File: src/rtl/multicycle_ctrl.sv
// multicycle_ctrl: multicycle RV32I control FSM sequencing the shared datapath and driving ALUcontrol
//   Parameters: STATE_W (width of state_o, >= 4), JALR_EN (1: jalr executes, 0: jalr is an unknown opcode)
//   Macro CTRL_ILLEGAL_TRAP_EN: unknown opcodes trap into a sticky ILLEGAL state instead of acting as NOPs
//   Inputs : clk, reset (sync, active-high), op[6:0], funct3[2:0], funct7b5, Zero (ALU result == 0)
//   Outputs: PCWrite, AdrSrc, MemWrite, IRWrite, RegWrite, ResultSrc[1:0], ALUSrcA[1:0], ALUSrcB[1:0],
//            ImmSrc[2:0], ALUcontrol[3:0], illegal, state_o[STATE_W-1:0]
module multicycle_ctrl #(
  parameter int STATE_W = 4,
  parameter bit JALR_EN = 1'b1
) (
  input  logic               clk,
  input  logic               reset,
  input  logic [6:0]         op,
  input  logic [2:0]         funct3,
  input  logic               funct7b5,
  input  logic               Zero,
  output logic               PCWrite,
  output logic               AdrSrc,
  output logic               MemWrite,
  output logic               IRWrite,
  output logic               RegWrite,
  output logic [1:0]         ResultSrc,
  output logic [1:0]         ALUSrcA,
  output logic [1:0]         ALUSrcB,
  output logic [2:0]         ImmSrc,
  output logic [3:0]         ALUcontrol,
  output logic               illegal,
  output logic [STATE_W-1:0] state_o
);
  typedef enum logic [3:0] {
    FETCH    = 4'd0,
    DECODE   = 4'd1,
    MEMADR   = 4'd2,
    MEMREAD  = 4'd3,
    MEMWB    = 4'd4,
    MEMWRITE = 4'd5,
    EXECR    = 4'd6,
    ALUWB    = 4'd7,
    EXECI    = 4'd8,
    JAL      = 4'd9,
    BRANCH   = 4'd10,
    LUI      = 4'd11,
    JALR     = 4'd12,
    ILLEGAL  = 4'd13
  } state_t;

  localparam logic [6:0] OP_LOAD  = 7'b0000011;
  localparam logic [6:0] OP_STORE = 7'b0100011;
  localparam logic [6:0] OP_R     = 7'b0110011;
  localparam logic [6:0] OP_I     = 7'b0010011;
  localparam logic [6:0] OP_JAL   = 7'b1101111;
  localparam logic [6:0] OP_BR    = 7'b1100011;
  localparam logic [6:0] OP_LUI   = 7'b0110111;
  localparam logic [6:0] OP_JALR  = 7'b1100111;

  localparam logic [3:0] ALU_ADD  = 4'b0000;
  localparam logic [3:0] ALU_SUB  = 4'b0001;
  localparam logic [3:0] ALU_AND  = 4'b0010;
  localparam logic [3:0] ALU_OR   = 4'b0011;
  localparam logic [3:0] ALU_SLL  = 4'b0100;
  localparam logic [3:0] ALU_SLT  = 4'b0101;
  localparam logic [3:0] ALU_XOR  = 4'b0110;
  localparam logic [3:0] ALU_SRL  = 4'b0111;
  localparam logic [3:0] ALU_SLTU = 4'b1000;
  localparam logic [3:0] ALU_SRA  = 4'b1111;

  // Destination of an unrecognised opcode out of DECODE
`ifdef CTRL_ILLEGAL_TRAP_EN
  localparam state_t BAD = ILLEGAL;
`else
  localparam state_t BAD = FETCH;
`endif

  state_t     state_q, state_d;
  logic       pc_w, adr, mem_w, ir_w, reg_w;
  logic [1:0] res, src_a, src_b;
  logic [2:0] imm;
  logic [3:0] alu, alu_ri, alu_br;
  logic       taken;

  always_comb begin
    case (funct3)
      3'b000:  alu_ri = (state_q == EXECR && funct7b5) ? ALU_SUB : ALU_ADD;
      3'b001:  alu_ri = ALU_SLL;
      3'b010:  alu_ri = ALU_SLT;
      3'b011:  alu_ri = ALU_SLTU;
      3'b100:  alu_ri = ALU_XOR;
      3'b101:  alu_ri = funct7b5 ? ALU_SRA : ALU_SRL;
      3'b110:  alu_ri = ALU_OR;
      default: alu_ri = ALU_AND;
    endcase
  end

  // beq/bne compare by sub, blt/bge by slt, bltu/bgeu by sltu; funct3 010/011 are not branches
  assign alu_br = funct3[2:1] == 2'b00 ? ALU_SUB :
                  funct3[2:1] == 2'b10 ? ALU_SLT :
                  funct3[2:1] == 2'b11 ? ALU_SLTU : ALU_ADD;

  // funct3[0] inverts the sense; blt-family tests a set-less-than result, so it is inverted once more by funct3[2]
  assign taken = funct3[2:1] != 2'b01 && (Zero ^ funct3[2] ^ funct3[0]);

  always_comb begin
    state_d = state_q;
    pc_w    = 1'b0;
    adr     = 1'b0;
    mem_w   = 1'b0;
    ir_w    = 1'b0;
    reg_w   = 1'b0;
    res     = 2'b00;
    src_a   = 2'b00;
    src_b   = 2'b00;
    imm     = 3'b000;
    alu     = ALU_ADD;
    case (state_q)
      FETCH: begin
        ir_w    = 1'b1;
        pc_w    = 1'b1;
        src_b   = 2'b10;
        res     = 2'b10;
        state_d = DECODE;
      end
      DECODE: begin
        src_a = 2'b01;
        src_b = 2'b01;
        imm   = op == OP_BR ? 3'b010 : op == OP_JAL ? 3'b011 : 3'b000;
        case (op)
          OP_LOAD, OP_STORE: state_d = MEMADR;
          OP_R:              state_d = EXECR;
          OP_I:              state_d = EXECI;
          OP_JAL:            state_d = JAL;
          OP_BR:             state_d = BRANCH;
          OP_LUI:            state_d = LUI;
          OP_JALR:           state_d = JALR_EN ? JALR : BAD;
          default:           state_d = BAD;
        endcase
      end
      MEMADR: begin
        src_a   = 2'b10;
        src_b   = 2'b01;
        imm     = op[5] ? 3'b001 : 3'b000;
        state_d = op[5] ? MEMWRITE : MEMREAD;
      end
      MEMREAD: begin
        adr     = 1'b1;
        state_d = MEMWB;
      end
      MEMWB: begin
        res     = 2'b01;
        reg_w   = 1'b1;
        state_d = FETCH;
      end
      MEMWRITE: begin
        adr     = 1'b1;
        mem_w   = 1'b1;
        state_d = FETCH;
      end
      EXECR: begin
        src_a   = 2'b10;
        alu     = alu_ri;
        state_d = ALUWB;
      end
      EXECI: begin
        src_a   = 2'b10;
        src_b   = 2'b01;
        alu     = alu_ri;
        state_d = ALUWB;
      end
      ALUWB: begin
        reg_w   = 1'b1;
        state_d = FETCH;
      end
      JAL: begin
        src_a   = 2'b01;
        src_b   = 2'b10;
        pc_w    = 1'b1;
        state_d = ALUWB;
      end
      JALR: begin
        src_a   = 2'b10;
        src_b   = 2'b01;
        res     = 2'b10;
        pc_w    = 1'b1;
        state_d = JAL;
      end
      BRANCH: begin
        src_a   = 2'b10;
        alu     = alu_br;
        pc_w    = taken;
        state_d = FETCH;
      end
      LUI: begin
        src_a   = 2'b11;
        src_b   = 2'b01;
        imm     = 3'b100;
        state_d = ALUWB;
      end
      ILLEGAL: state_d = ILLEGAL;
      default: state_d = FETCH;
    endcase
  end

  always_ff @(posedge clk) state_q <= reset ? FETCH : state_d;

`ifdef CTRL_ILLEGAL_TRAP_EN
  logic illegal_q;
  always_ff @(posedge clk) illegal_q <= reset ? 1'b0 : (illegal_q | state_d == ILLEGAL);
  assign illegal = illegal_q;
`else
  assign illegal = 1'b0;
`endif

  // Write strobes are suppressed during reset so an aborted instruction cannot commit
  assign PCWrite    = pc_w & ~reset;
  assign IRWrite    = ir_w & ~reset;
  assign RegWrite   = reg_w & ~reset;
  assign MemWrite   = mem_w & ~reset;
  assign AdrSrc     = adr;
  assign ResultSrc  = res;
  assign ALUSrcA    = src_a;
  assign ALUSrcB    = src_b;
  assign ImmSrc     = imm;
  assign ALUcontrol = alu;
  assign state_o    = STATE_W'(state_q);
endmodule

File: config.mk
export PLATFORM = sky130hd
export DESIGN_NAME = multicycle_ctrl
export DESIGN_NICKNAME = d
export VERILOG_FILES = /design/src/rtl/multicycle_ctrl.sv
export SDC_FILE = /design/constraint.sdc
export NUM_CORES = 1
export LEC_CHECK = 0
export ABC_AREA = 1
export BUFFER_PORTS_ARGS = -buffer_cell sky130_fd_sc_hd__buf_2
export CELL_PAD_IN_SITES_DETAIL_PLACEMENT = 0
export CELL_PAD_IN_SITES_GLOBAL_PLACEMENT = 2
export CORE_ASPECT_RATIO = 1.75
export CORE_MARGIN = 1.5
export CORE_UTILIZATION = 21
export CTS_CLUSTER_DIAMETER = 50
export DETAILED_ROUTE_END_ITERATION = 8
export GPL_ROUTABILITY_DRIVEN = 0
export PLACE_DENSITY = 0.82
export SYNTH_ARGS = -nofsm -noshare
export SYNTH_HDL_FRONTEND = slang
export SYNTH_SLANG_ARGS = --single-unit
export TNS_END_PERCENT = 5
File: constraint.sdc
create_clock -name clk -period 2.97 [get_ports clk]
set_input_delay 0.594 -clock clk [delete_from_list [all_inputs] [get_ports clk]]
set_output_delay 0.594 -clock clk [all_outputs]
set_load 0.01 [all_outputs]
After elaboration in Yosys (flattened, before gate mapping)
Cells that the tools add are included.
Storage, ports and cells
  register bits after elaboration: 4
  input port bits: 14
  output and inout port bits: 23
  word-level logic and storage cells: 76
Operators by class
  equality and inequality tests: 30
  muxes and demuxes: 22
  bitwise logic cells: 7
  reduce and logical (&&, ||, !) cells: 16
Operators with widths (count)
  $pmux W4 S7: 3
  $eq A4 B4 Y1 const B: 6
  $eq A7 B6 Y1 const B: 3
  $eq A7 B7 Y1 const B: 3
  $eq A4 B3 Y1 const B: 4
  $mux W4: 4
  $reduce_or A2 Y1: 7
  $reduce_or A5 Y1: 2
  $eq A3 B3 Y1 const B: 3
  $pmux W3 S3: 1
  $eq A4 B2 Y1 const B: 2
  $pmux W2 S2: 2
  $pmux W4 S2: 1
  $eq A7 B2 Y1 const B: 1
  $eq A7 B5 Y1 const B: 1
  $eq A3 B2 Y1 const B: 2
  $mux W1: 6
  $pmux W2 S3: 1
  $and A1 B1 Y1: 4
  $eq A2 B2 Y1 const B: 2
  $eq A4 B1 Y1 const B: 1
  $logic_not A4 Y1: 1
  $mux W2: 2
  $reduce_or A4 Y1: 1
  other kinds (10): 12

Longest topological paths before layout
  depth after elaboration: 5
  depth in mapped cells: 9
  depth with buffers taken out: 9

Worst setup path before layout
Ideal clock, no wire load.
  kind: input to output
  start point: in funct3[2]
  end point: out PCWrite
  data arrival time: 1.338 ns
  data required time: 2.376 ns
  setup slack: 1.038 ns
  stages: 5
  buffers on the path: 0
  cell sequence: or2_2 -> nand2_1 -> xnor2_1 -> nand2_1 -> a21oi_1
Between the ends
  word-level cells in the longest chain between the ends: 5
  elaborated cells between the ends (all ways): 6
  classes of those cells: eq/ne: 1; mux: 1; bitwise: 3; reduce/logical: 1
RTL lines
  start: declaration: RTL line 14  | input logic [2:0] funct3,
  $xor A1 B1 Y1 (2 in a row): RTL line 100  | assign taken = funct3[2:1] != 2'b01 && (Zero ^ funct3[2] ^ funct3[0]);
  $logic_and A1 B1 Y1 *: RTL line 100
  $pmux W1 S2 *: RTL line 114  | case (state_q)
  $and A1 B1 Y1 *: RTL line 213  | assign PCWrite = pc_w & ~reset;
  end: declaration: RTL line 17  | output logic PCWrite,
Mark *: on every way between the ends. The rest lies on a longest branch, timed or not.

Final worst setup path
Ends and elaborated chain as after synthesis.

==> key figures <==
Outcome
  – Status: complete, no violations

Layout
  – Final Util: between 30 and 40%
  – Final instance area: between 900 and 1000 sq um
  – Max FFs per register: 4
  – N_diodes: 0
  – Most frequent cells in the layout: buf_2, nand2_1, nor2_1, inv_1, inv_2
  – Area Overhead vs Synth: 38.87%
  – Commonest non-fill, non-tap cell in the layout: buf_2
  – Final Non-Filler Cells: approximately 200
  – Fraction of layout cells with a size suffix above 1: a little under two fifths
  – Net count, final: 177

Yosys
  – Synth Register Bits: 4
  – Top FF cell, synth: dfxtp_1
  – Synth Area per Inst: 5.305 sq um
  – Area contributors post-synth: nand2_1, dfxtp_1, nor2_1
  – Cell taking the most area after synthesis: nand2_1
  – Gate Count Post-Synth: around 130
  – Asr flop ratio synth: 0%
  – Synth top area share: between 10% and 20%
  – Yosys warns: 0
  – Synth Cell Area: between 600 and 700 sq um
  – EDFF count, synth: 0
  – Seq/Total Area, Yosys: 12.08%
  – Synth unique cells: 28
  – Mapped Nets: roughly 140

Power and ir drop
  – Max VDD drop: 0.2243 mV
  – Tot Pwr: approximately 250 uW
  – Leak: between 0.5 and 0.6 nW
  – Pwr Density: ~270 nW/um^2

Critical path
  – Critical Path Sink Type: primary output
  – Crit Reg-Reg Endpoint: state_o[2]
  – R2r setup slk: around 1700 ps
  – Worst Setup EP: PCWrite
  – Reg2reg start: state_o[2]
  – CP Class: in2out
  – CP startpoint kind: input pin
  – Crit path arrival time: 1530 ps
  – Crit. Startpoint: funct3[2]
  – Worst EP required: ~2400 ps
  – Worst Reg-to-Reg Cells: 5
  – CP max FO: 5

STA
  – Fmax: around 470 MHz
  – Hold_ws: around 640 ps
  – Pins Over Slew Limit: 0
  – RSZ-0062 raised after global routing: no
  – Min Tclk post-route: approximately 2100 ps
  – Fin worst setup slack: around 840 ps
  – Worst clock skew: 3.092 ps
  – Final Cycle Share: 71.62%
  – Final hold violation count: 0
  – Setup TNS: 0 ps
  – Setup violators final: 0

Clock network
  – Worst skew pair latency: roughly 210 ps
  – Root Buffer: clkbuf_8
  – TritonCTS clock tree: yes
  – H-Tree Depth: 1
  – Worst-path clk slew: ~30 ps
  – Clock Path Buffers: 2
  – Postcts setup bufs: 0
  – TritonCTS Buffers: 3
  – # hold bufs at CTS: 0
  – Clk sink count: 4
  – # resized after CTS: 0

Global route
  – GRT Resource Usage Total: 12.67%
  – First-pass GRT wire length: 3367 um
  – Number of global-route vias before repair: between 800 and 900
  – Antenna violations before repair: 0
  – Pin count of the biggest net entering global routing: 9
  – Grt ovf: 0

Placement
  – Area after DPL: about 880 sq um
  – Number of port buffers: 35
  – Placed Cells: 200
  – Post-DP HPWL: about 1900 um
  – DP Worst Slack: ~840 ps

Routing
  – Wire per inst: roughly 11 um
  – Final WL: 2132 um
  – Via count: 888
  – Post-DRT Antenna Nets: 0
  – Number of DRC markers in iteration 0: 10
  – Via density: 4.374
  – Drc violations: 0
  – First-pass iteration count of the detailed router: 6

Floorplanning
  – Die X: around 45 um
  – Initial core utilization: 22.40%
  – Rows: 26
  – Core area: 2960 sq um
  – Num ports: 37
  – Vert. Die Dim: a little under 80 um
  – Die area: ~3500 sq um

Run
  – Max-cap violations: 0

Hold path
  – Worst Hold Class: reg2reg
[routing by layer]
| metal | share of wire [%] | track usage, % |
|---|---|---|
| met3 | 4.1 | 2.558 |
| met4 | 0.70 | 4.412 |
| met1 | 37 | 10.48 |
| met2 | 58 | 25.92 |
| met5 | 0 | 0 |
[critical path, stage by stage]
cell and delay, ps:
buf_2 130, or2_2 310, nand2_1 80, xnor2_1 110, nand2_1 60, a21oi_1 110
buf_2 140
[how the worst min path moves through the flow]
stage	from	to	slack (ps)	cells past startpoint
floorplan	state_o[3]	state_o[3]	610	2
global placement	state_o[3]	state_o[3]	620	2
detailed placement	state_o[3]	state_o[3]	630	2
CTS	state_o[3]	state_o[3]	630	2
global route	state_o[3]	state_o[3]	660	2
finish	state_o[0]	state_o[0]	640	3
[synth_stat cells (all sizes together) (2+ instances only)]
library cell / number
nand2: 37
inv: 21
nor2: 21
a21oi: 9
nand3: 8
o21ai: 7
dfxtp: 4
nor3: 3
buf: 2
o21bai: 2
o31ai: 2
[kinds of logic (layout without fill, tap and decap cells)]
logic type,after synthesis,count (layout),synth area share [%]
xor gates and xnor gates,2,2,2.642
AOI/OAI and AO/OA,22,22,21.51
DFF,4,4,12.08
buffers and inverters,23,59,13.59
other,1,1,0.5655
and+or+nand+nor,73,73,49.62
[layout make-up]
cell class              instances  area, sq um
repair buffers                 35        175.2
clock buffers                   3        41.29
well taps                      42        52.55
multi-input cells              98        493.0
flip-flops and latches          4        80.08
fillers                       354         2039
inverters                      21        78.83
[power breakdown]
group	internal [mW]	total [mW]	switching (mW)
sequential	0.0558	0.0576	0.00176
combinational	0.0273	0.0754	0.0480
clock	0.0862	0.113	0.0263
Power figures use the tool's default switching activity.
